File: src/rtl/adder_arb.sv
// adder_arb: round-robin arbiter/sequencer sharing one W-bit adder among NREQ
// requesters. The FSM grants one requester and latches its operands. It holds
// Adder_valid until the adder acks, then returns the registered result with a
// one-cycle ack. It waits for the granted requester to drop its request before
// arbitrating again.
// Optional feature: define ADDER_ARB_TIMEOUT_EN to enable an adder-ack watchdog.
// When it fires, the requester is acked with result 0, carry 0 and exc 2'b11.
module adder_arb #(
  parameter int NREQ    = 2,
  parameter int W       = 25,
  parameter int TIMEOUT = 16
) (
  input  logic              CLK,
  input  logic              RSTK,
  input  logic [NREQ-1:0]   req_valid,
  input  logic [NREQ*W-1:0] req_datain1,
  input  logic [NREQ*W-1:0] req_datain2,
  output logic [NREQ-1:0]   req_ack,
  output logic [W-1:0]      req_dataout,
  output logic              req_carryout,
  output logic [1:0]        req_exc,
  output logic [W-1:0]      Adder_datain1,
  output logic [W-1:0]      Adder_datain2,
  output logic              Adder_valid,
  input  logic [W-1:0]      Adder_dataout,
  input  logic              Adder_carryout,
  input  logic [1:0]        Adder_Exc,
  input  logic              Adder_ack,
  output logic              busy,
  output logic [2:0]        grant_id
);

  localparam int IW = (NREQ > 1) ? $clog2(NREQ) : 1;

  typedef enum logic [1:0] {
    S_IDLE  = 2'd0,
    S_ISSUE = 2'd1,
    S_RESP  = 2'd2,
    S_HOLD  = 2'd3
  } state_t;

  state_t          r_state;
  state_t          w_state_next;
  logic            r_busy;
  logic [IW-1:0]   r_gnt;
  logic [IW-1:0]   r_rr_ptr;
  logic [W-1:0]    r_op_a;
  logic [W-1:0]    r_op_b;
  logic [W-1:0]    r_res;
  logic            r_carry;
  logic [1:0]      r_exc;

  logic [NREQ-1:0] w_mask;
  logic [NREQ-1:0] w_hi;
  logic            w_any;
  logic            w_hi_any;
  logic [IW-1:0]   w_hi_idx;
  logic [IW-1:0]   w_lo_idx;
  logic [IW-1:0]   w_sel;
  logic [IW-1:0]   w_rr_next;
  logic            w_ld_grant;
  logic            w_ld_result;
  logic            w_timeout;
  logic            w_tmo_hit;

  // Round-robin split: requests at or above rr_ptr win over the wrapped-around ones.
  // The ack is a decode of RESP and the granted index.
  genvar gi;
  generate
    for (gi = 0; gi < NREQ; gi++) begin : g_req
      assign w_mask[gi]  = (32'(gi) >= 32'(r_rr_ptr));
      assign req_ack[gi] = (r_state == S_RESP) && (r_gnt == IW'(gi));
    end
  endgenerate

  assign w_hi     = req_valid & w_mask;
  assign w_any    = |req_valid;
  assign w_hi_any = |w_hi;

  // Lowest set index of the upper (unwrapped) group and of the full request vector.
  always_comb begin
    w_hi_idx = '0;
    w_lo_idx = '0;
    for (int i = NREQ - 1; i >= 0; i--) begin
      if (req_valid[i]) w_lo_idx = IW'(i);
      if (w_hi[i])      w_hi_idx = IW'(i);
    end
  end

  assign w_sel     = w_hi_any ? w_hi_idx : w_lo_idx;
  assign w_rr_next = (w_sel == IW'(NREQ - 1)) ? '0 : w_sel + IW'(1);

`ifdef ADDER_ARB_TIMEOUT_EN
  localparam int CW = $clog2(TIMEOUT + 1);
  logic [CW-1:0] r_tmo_cnt;

  // Count ack-less ISSUE cycles; cleared whenever a new transaction is granted.
  always_ff @(posedge CLK or posedge RSTK) begin
    if (RSTK) begin
      r_tmo_cnt <= '0;
    end else if (w_ld_grant) begin
      r_tmo_cnt <= '0;
    end else if ((r_state == S_ISSUE) && !Adder_ack) begin
      r_tmo_cnt <= r_tmo_cnt + CW'(1);
    end
  end

  // Fires on the TIMEOUT-th ISSUE cycle without an ack.
  assign w_tmo_hit = (r_state == S_ISSUE) && (r_tmo_cnt == CW'(TIMEOUT - 1));
`else
  logic w_unused_timeout;
  assign w_unused_timeout = (TIMEOUT > 0);
  assign w_tmo_hit        = 1'b0;
`endif

  // Next-state logic and load strobes; Adder_ack only matters in ISSUE.
  always_comb begin
    w_state_next = r_state;
    w_ld_grant   = 1'b0;
    w_ld_result  = 1'b0;
    w_timeout    = 1'b0;
    case (r_state)
      S_IDLE: begin
        if (w_any) begin
          w_state_next = S_ISSUE;
          w_ld_grant   = 1'b1;
        end
      end
      S_ISSUE: begin
        if (Adder_ack) begin
          w_state_next = S_RESP;
          w_ld_result  = 1'b1;
        end else if (w_tmo_hit) begin
          w_state_next = S_RESP;
          w_timeout    = 1'b1;
        end
      end
      S_RESP: begin
        w_state_next = S_HOLD;
      end
      S_HOLD: begin
        if (!req_valid[r_gnt]) w_state_next = S_IDLE;
      end
      default: begin
        w_state_next = S_IDLE;
      end
    endcase
  end

  // State, grant, latched operands and held results.
  always_ff @(posedge CLK or posedge RSTK) begin
    if (RSTK) begin
      r_state  <= S_IDLE;
      r_busy   <= 1'b0;
      r_gnt    <= '0;
      r_rr_ptr <= '0;
      r_op_a   <= '0;
      r_op_b   <= '0;
      r_res    <= '0;
      r_carry  <= 1'b0;
      r_exc    <= 2'b00;
    end else begin
      r_state <= w_state_next;
      r_busy  <= (w_state_next != S_IDLE);
      if (w_ld_grant) begin
        r_gnt    <= w_sel;
        r_rr_ptr <= w_rr_next;
        r_op_a   <= req_datain1[w_sel*W +: W];
        r_op_b   <= req_datain2[w_sel*W +: W];
      end
      if (w_ld_result) begin
        r_res   <= Adder_dataout;
        r_carry <= Adder_carryout;
        r_exc   <= Adder_Exc;
      end else if (w_timeout) begin
        r_res   <= '0;
        r_carry <= 1'b0;
        r_exc   <= 2'b11;
      end
    end
  end

  assign Adder_valid   = (r_state == S_ISSUE);
  assign Adder_datain1 = r_op_a;
  assign Adder_datain2 = r_op_b;
  assign req_dataout   = r_res;
  assign req_carryout  = r_carry;
  assign req_exc       = r_exc;
  assign busy          = r_busy;
  assign grant_id      = 3'(r_gnt);

endmodule

File: config.mk
export PLATFORM = sky130hd
export DESIGN_NAME = adder_arb
export DESIGN_NICKNAME = d
export VERILOG_FILES = /design/src/rtl/adder_arb.sv
export SDC_FILE = /design/constraint.sdc
export NUM_CORES = 1
export LEC_CHECK = 0
export CAP_MARGIN = 20
export CORE_ASPECT_RATIO = 2
export CORE_UTILIZATION = 38
export DETAILED_ROUTE_END_ITERATION = 8
export PLACE_DENSITY_LB_ADDON = 0.1
export SETUP_SLACK_MARGIN = 0.02
export SKIP_CTS_REPAIR_TIMING = 1
export SLEW_MARGIN = 0
export SYNTH_ARGS = -nofsm -noshare
export SYNTH_HDL_FRONTEND = slang
export SYNTH_SLANG_ARGS = --single-unit
File: constraint.sdc
create_clock -name CLK -period 2.8 [get_ports CLK]
set_input_delay 0.42 -clock CLK [delete_from_list [all_inputs] [get_ports CLK]]
set_output_delay 0.42 -clock CLK [all_outputs]
set_load 0.005 [all_outputs]
==> Yosys cells after proc, flatten, opt, wreduce, memory -nomap -nowiden <==
Cells that the tools add are included.
{ "classes": {"n_addsub": 1, "mul": 1, "n_lt_le_gt_ge": 2, "n_eq_ne": 3, "n_shift": 2, "muxes": 19, "bitwise": 2, "n_reduce_logical": 6} }
{ "op_table": {"columns": ["cell", "n"], "rows": [
  ["variable part select 50 x 7 -> 25 bit", 2],
  ["2-to-1 mux 25 bit", 1],
  ["2-to-1 mux 1 bit", 13],
  ["2-to-1 mux 2 bit", 4],
  ["one-hot mux 2 bit (4 select lines)", 1],
  ["multiplier 1 x 5 -> 6 bit, second input constant", 1],
  ["equality test 2 bit, second input constant", 2],
  ["OR reduction 2 bit", 2],
  ["AND 2 bit", 1],
  ["equality test 2 x 1 -> 1 bit, second input constant", 1],
  ["logical AND 1 bit", 2],
  ["logical NOT 2 bit", 1],
  ["less-than comparator 1 x 2 -> 1 bit, second input constant", 1],
  ["nonzero test 2 bit", 1],
  ["adder 1 bit, second input constant", 1],
  [">= comparator 1 bit, first input constant", 1],
  ["inverter 1 bit", 1]
]} }
{ "word_totals": {"register_bits": 83, "in_bits": 133, "output_inout_bits": 85, "word_cells": 45} }

==> Longest topological paths before layout <==
Gate-level depths: netlist of run 1.
{ "logic_depth": {"word_depth": 7, "mapped_depth": 6, "mapped_depth_nobuf": 3} }

==> Least setup slack after synthesis of run 1 <==
No wires, ideal clock.
{ "synth_timing": {"path_kind": "flip-flop to flip-flop", "from": "register r_state[1]", "to": "register r_op_a[0] (netlist: Adder_datain1[0])", "setup_ps": 126, "arrival_ps": 1459, "required_time_ps": 2674, "path_slack_ps": 1215, "stages_incl_launch_ff": 7, "path_buffers": 3, "period_less_slack_ps": 1585, "cell_sequence": "dfrtp_1 -> buf_6 -> or2_1 -> buf_6 -> clkbuf_1 -> o21a_1 -> a221o_1"} }
{ "synth_via": {"elab_chain_cells": 2} }
{ "synth_rtl": {"columns": ["element", "line", "source"], "rows": [
  ["start, declared", "42", "state_t r_state;"],
  ["start signal, assigned", "163", "r_state <= w_state_next;"],
  ["logical NOT 2 bit", "122", "case (r_state)"],
  ["2-to-1 mux 1 bit", "122", null],
  ["end signal, assigned", "168", "r_op_a <= req_datain1[w_sel*W +: W];"],
  ["end, declared", "47", "logic [W-1:0] r_op_a;"]
]} }
Every way passes these cells.
A chain may end at the register's enable or synchronous reset.

==> Worst setup path after layout of run 1 <==
{ "layout_timing": {"from": "register r_state[1]", "to": "register r_op_a[8] (netlist: Adder_datain1[8])"} }
The elaborated chain is that of the path after synthesis.

==> results of run 1 <==
through the flow:
| step | hold slack [ps] | setup slack [ps] |
|---|---|---|
| CTS | 447 | 743 |
| global placement | 485 | 650 |
| finish | 442 | 752 |
| global route | 465 | 657 |
| detailed placement | 492 | 623 |
| floorplan | 504 | 243 |
cell families (layout without fill, tap and decap cells):
| kind of cell | count (synthesis) | in the layout | share of synthesized area [%] |
|---|---|---|---|
| other | 1 | 2 | 0.104 |
| AO/OA/AOI/OAI | 109 | 109 | 26.0 |
| AND/OR/NAND/NOR | 13 | 13 | 2.21 |
| multiplexers | 29 | 29 | 8.98 |
| flip-flops | 83 | 83 | 57.3 |
| buffers and inverters | 32 | 244 | 5.35 |
critical path, stage by stage, from the launching register on:
cell      delay [ps]
dfrtp_1          470
or2_2            540
a211oi_4         290
buf_4            430
a221o_1          240
state kept, by name, indices dropped and copies added, names as in the netlist:
signal         flops
r_state            2
req_carryout       1
req_exc            2
Adder_datain1     25
req_dataout       25
busy               1
r_rr_ptr           1
r_gnt              1
Adder_datain2     25
report_power, final:
part | internal [mW] | switching [mW]
combinational | 1.88 | 0.902
clock | 0.631 | 0.484
sequential | 1.79 | 0.354
metal layers:
layer	part of all wire (%)	GRT usage [%]	up-vias
met5	0	0	-
met4	3.3	11.1	0
met1	37	25.3	1524
met2	53	40.2	160
li1	-	-	1445
met3	6.7	5.18	27
cell usage in the layout (no fill, tap or decap), types with 2 or more instances in the layout:
cell	instances
clkdlybuf4s50_1	215
dfrtp_1	83
o21a_1	50
a221o_1	50
mux2_2	28
clkbuf_16	9
buf_4	7
inv_1	3
a21oi_1	3
clkinvlp_4	3
nor2b_1	2
o21ai_0	2
nand2b_1	2
conb_1	2
clkinv_4	2
buf_12	2
area by class of cell:
class                      count  area share [%]
tap                          104            2.12
sequential                    83            33.9
inverter                       4           0.266
clock buffer                  10            3.90
clock inverter                 6           0.797
timing repair buffer         224            36.6
multi-input combinational    153            22.3
worst paths after layout:
kind	from	end	slack (ps)	depth (start not counted)
worst max-delay path	r_state[1]	Adder_datain1[8]	750	4
max in group asynchronous	RSTK	Adder_datain1[6]	1720	3
worst min register to register	req_dataout[21]	req_dataout[21]	500	1
worst max register to register	r_state[1]	Adder_datain1[8]	750	4
worst min-delay path	RSTK	req_dataout[5]	440	2
min in group CLK	req_dataout[21]	req_dataout[21]	500	1
==> summary.md, run 1 <==
| Metric | Value |
|---|---|
| Global-route usage over all layers | `a little under a quarter` |
| Drt total wl | `approximately 11000 µm` |
| RSZ-0062 raised after global routing | `no` |
| FILL cells | `726` |
| Post-route minimum period | `just over 2000 ps` |
| Die W | `between 70 and 80 µm` |
| CTS Buffer Depth | `2` |
| Initial Utilization | `38.9%` |
| Vias in the first global route | `~3400` |
| Post-synth top area cell | `dfrtp_1` |
| Largest net degree at the start of global routing | `42` |
| Status | `finished with violations` |
| CP endpoint kind | `flip-flop` |
| Actual slew at the worst max-slew pin | `roughly 680 ps` |
| Synth top cells by count | `dfrtp_1, a221o_1, o21a_1` |
| Top post-synthesis cells by area | `dfrtp_1, a221o_1, o21a_1` |
| Yosys warnings | `0` |
| VDD IR max | `approximately 0.44 mV` |
| CORE AREA | `between 9000 and 10000 µm²` |
| Worst rel slew slack | `between 50% and 60%` |
| 1st-pass router iterations | `9` |
| Seq/Total Area, Yosys | `between 50% and 60%` |
| Register Area | `slightly above 2000 µm²` |
| Placed Instances | `between 500 and 600` |
| Layout Nets | `608` |
| Top_reg_cell synth | `dfrtp_1` |
| Failing checks | `DRC` |
| MaxCap Viol Count | `0` |
| Fmax | `slightly below 500 MHz` |
| Vias/cell | `~5.4` |
| Static Leak | `2.51 nW` |
| Setup Viol. Count Final | `0` |
| Port buffer count | `215` |
| Worst Setup Start Kind | `flip-flop` |
| FFs w/ async S/R, synth | `100%` |
| Syn Std Cell Area | `about 3600 µm²` |
| Period utilization | `73.1%` |
| Total gr overflow | `0` |
| Synthesized instance count | `about 270` |
| Site Rows | `50` |
| Most used standard cell by instance count after synthesis | `dfrtp_1` |
| Share of layout cells above drive strength 1 | `between 10% and 20%` |
| Design area | `slightly above 6000 µm²` |
| Yosys reg bits | `83` |
| HPWL Detailed | `approximately 8000 µm` |
| Syn avg cell area | `~14 µm²` |
| Skew final | `roughly 9.9 ps` |
| Post-synth EDFFs | `0` |
| H-tree levels | `3` |
| Die area | `9950 µm²` |
| PwrDens | `986 nW/µm²` |
| Final core occ | `between 60% and 70%` |
| Initial DRC count | `between 150 and 200` |
| Worst path arrival time | `between 2000 and 2500 ps` |
| Total CTS buffers | `9` |
| DRC viols | `17` |
| Clock Pin Slew Worst Setup and Hold Paths | `around 70 ps` |
| Placed inst area | `approximately 5800 µm²` |
| Finished Layout Cells | `approximately 600` |
| Final ANT Viol Nets | `0` |
| Fin. Hold Viols | `0` |
| Kind of critical path | `flip-flop to flip-flop` |
| CTS tree | `done` |
| Cell variety after synth | `27` |
| Share of the synthesized area in the top cell type | `a little under three fifths` |
| Vias | `about 3200` |
| RD Place Congestion | `between 0.7 and 0.8` |
| Clk_lat worst skew | `330 ps` |
| Crit path required time | `a little over 3000 ps` |
| First-pass GRT wire length | `around 17000 µm` |
| Antenna violations before repair | `0` |
| Worst-path maximum fanout | `37` |
| Tot Pwr | `just over 6 mW` |
| Root buf cell | `clkbuf_16` |
| Fin. max-slew vios | `0` |
| Synth-to-Final Area Change | `69.1%` |
| # diodes | `0` |
| Setup TNS | `0 ps` |
| Wire length per cell | `~19 µm` |
| Io pins | `~220` |
| Die H | `approximately 140 µm` |
| Clock sinks | `between 80 and 90` |
| HP Class | `input pin to asynchronous set/reset pin` |
| Multi-input gate area | `1370 µm²` |
Power figures use the tool's default switching activity.
==> run 2: changes to the inputs <==
- CORE_UTILIZATION: 38 -> 34
- clock period: 2.8 -> 1.79 ns (I/O delays scaled with it)
==> run 2 against run 1 <==
  * The run now ends clean
  * Final cell count increased by 6.7%
  * Sequential cell count unchanged
  * Non-clock buffer count increased by 7
  * Total power increased by 60%
  * Critical path depth unchanged
  * Highest routed layer unchanged
==> summary.md, run 2 (same netlist as run 1, synthesis figures left out) <==
| Metric | Value |
|---|---|
| VDD IR max | `0.664 mV (+50%)` |
| CORE AREA | `10400 µm² (+12%)` |
| RSZ-0062 raised after global routing | `no` |
| Setup Viol. Count Final | `0 (unchanged)` |
| Commonest non-fill, non-tap cell in the layout | `clkdlybuf4s50_1` |
| Wire length per cell | `17.8 µm (-5.1%)` |
| Worst r2r dst | `Adder_datain2[15]` |
| Final ANT Viol Nets | `0 (unchanged)` |
| Vias/cell | `5.09 (-5.8%)` |
| Synth-to-Final Area Change | `74.4%` |
| Status | `complete, no violations` |
| Site Rows | `53 (+6.0%)` |
| Most frequent cells in the layout | `clkdlybuf4s50_1, dfrtp_1, o21a_1, a221o_1, mux2_2` |
| Total gr overflow | `0 (unchanged)` |
| First-pass GRT wire length | `16900 µm (-3.0%)` |
| Total CTS buffers | `9 (unchanged)` |
| CP endpoint kind | `flip-flop` |
| Initial Utilization | `34.8% (-4.1 points)` |
| Die W | `75.0 µm (+5.6%)` |
| MaxCap Viol Count | `0 (unchanged)` |
| Share of layout cells above drive strength 1 | `13.6% (+1.3 points)` |
| Static Leak | `2.62 nW (+4.4%)` |
| CP delay by family, top | `compound AO/OA/AOI/OAI gates` |
| Skew final | `8.14 ps (-1.78 ps)` |
| CTS Buffer Depth | `2 (unchanged)` |
| Worst path cell trace | `or2_2 > buf_4 > o21a_1 > a221o_1` |
| Root buf cell | `clkbuf_16` |
| Fmax | `591 MHz (+21%)` |
| Antenna violations before repair | `0 (unchanged)` |
| CTS tree | `done` |
| 1st-pass router iterations | `4 (-5)` |
| Initial DRC count | `130 (-33%)` |
| Buffer and inverter count on the worst path | `1 (unchanged)` |
| Global-route usage over all layers | `20.5% (-2.3 points)` |
| Drt total wl | `11100 µm (+1.3%)` |
| Vias | `3173 (+0.54%)` |
| Reg2reg setup slack | `100 ps (-660 ps)` |
| Worst path arrival time | `1910 ps (-400 ps)` |
| Placed Instances | `608 (+7.0%)` |
| Clock Pin Slew Worst Setup and Hold Paths | `60 ps (about the same)` |
| Fin. Hold Viols | `0 (unchanged)` |
| Final core occ | `60.7% (-5.0 points)` |
| RD Place Congestion | `0.800 (+1.4%)` |
| Fin. max-slew vios | `0 (unchanged)` |
| CP Depth | `4 (unchanged)` |
| Port buffer count | `215 (unchanged)` |
| Io pins | `218 (unchanged)` |
| Worst-path maximum fanout | `28 (-24%)` |
| Die H | `148 µm (+5.6%)` |
| # diodes | `0 (unchanged)` |
| FILL cells | `896 (+23%)` |
| Vias in the first global route | `3341 (-1.6%)` |
| Finished Layout Cells | `623 (+6.7%)` |
| Crit-path slowest cell | `dfrtp_2` |
| Worst Setup Start Kind | `flip-flop` |
| Largest net degree at the start of global routing | `84 (+100%)` |
| HPWL Detailed | `8160 µm (+1.8%)` |
| Setup TNS | `0 ps (unchanged)` |
| Period utilization | `94.6% (+21 points)` |
| Crit path required time | `2010 ps (-1050 ps)` |
| Worst hold margin | `377 ps (-64.3 ps)` |
| Clk_lat worst skew | `340 ps (about the same)` |
| DRC viols | `0 (-17)` |
| Post-route minimum period | `1690 ps (-355 ps)` |
| CP max stage delay | `440 ps (-100 ps)` |
| HP Class | `input pin to asynchronous set/reset pin` |
| Reg-to-Reg Start | `r_state[0]` |
| Die area | `11100 µm² (+12%)` |
| PwrDens | `1530 nW/µm² (+56%)` |
| Kind of critical path | `flip-flop to flip-flop` |
| H-tree levels | `3 (unchanged)` |
| Layout Nets | `615 (+1.2%)` |
| Worst Reg-to-Reg Cells | `4 (unchanged)` |
| Clock sinks | `83 (unchanged)` |
[run 2: metal layers]
metal  track usage (%)  wire length, µm  vias to the layer above
li1                  -                -                     1459
met1              21.9             3890                     1539
met5                 0                0                        -
met2              36.3             6070                      149
met4              10.7              393                        0
met3              4.50              707                       26
[run 2: layout make-up]
class                   count  area, µm²  share of cell area [%]
flip-flops and latches     83       2080                    32.9
repair buffers            231       2380                    37.7
multi-input cells         153       1370                    21.7
clock buffers              13        260                    4.12
inverters                   4       18.8                   0.297
clock inverters             2       35.0                   0.555
well taps                 137        171                    2.71
[run 2: per-stage QoR]
step | setup slack (ps) | instance area (µm²) | total power [mW]
after detailed placement | 57.7 | 6010 | 7.90
final | 96.8 | 6320 | 9.69
after floorplan | 205 | 3630 | 5.28
after global routing | 39.2 | 6320 | 10.3
after global placement | 73.9 | 6010 | 7.77
after CTS | -136 | 6300 | 9.80
[run 2: power by group]
part | internal (mW) | total, mW | switching [mW]
clock | 1.15 | 1.85 | 0.704
combinational | 3.04 | 4.52 | 1.47
sequential | 2.80 | 3.32 | 0.518
[run 2: worst max path at each step]
stage / start / end / slack, ps
6_report: r_state[0] / Adder_datain2[15] / 100
3_5_place_dp: req_valid[0] / Adder_datain1[4] / 60
4_1_cts: r_state[0] / Adder_valid / -140
3_3_place_gp: req_valid[0] / Adder_datain1[4] / 70
5_1_grt: r_state[0] / Adder_datain2[15] / 40
2_1_floorplan: r_state[1] / Adder_datain2[0] / 210
[run 2: worst register-to-register path: cells and delay by family (launching register included)]
family | cells | cell delay [ps]
AOI/OAI and AO/OA | 2 | 490
DFF | 1 | 440
and+or+nand+nor | 1 | 380
buffers and inverters | 1 | 270
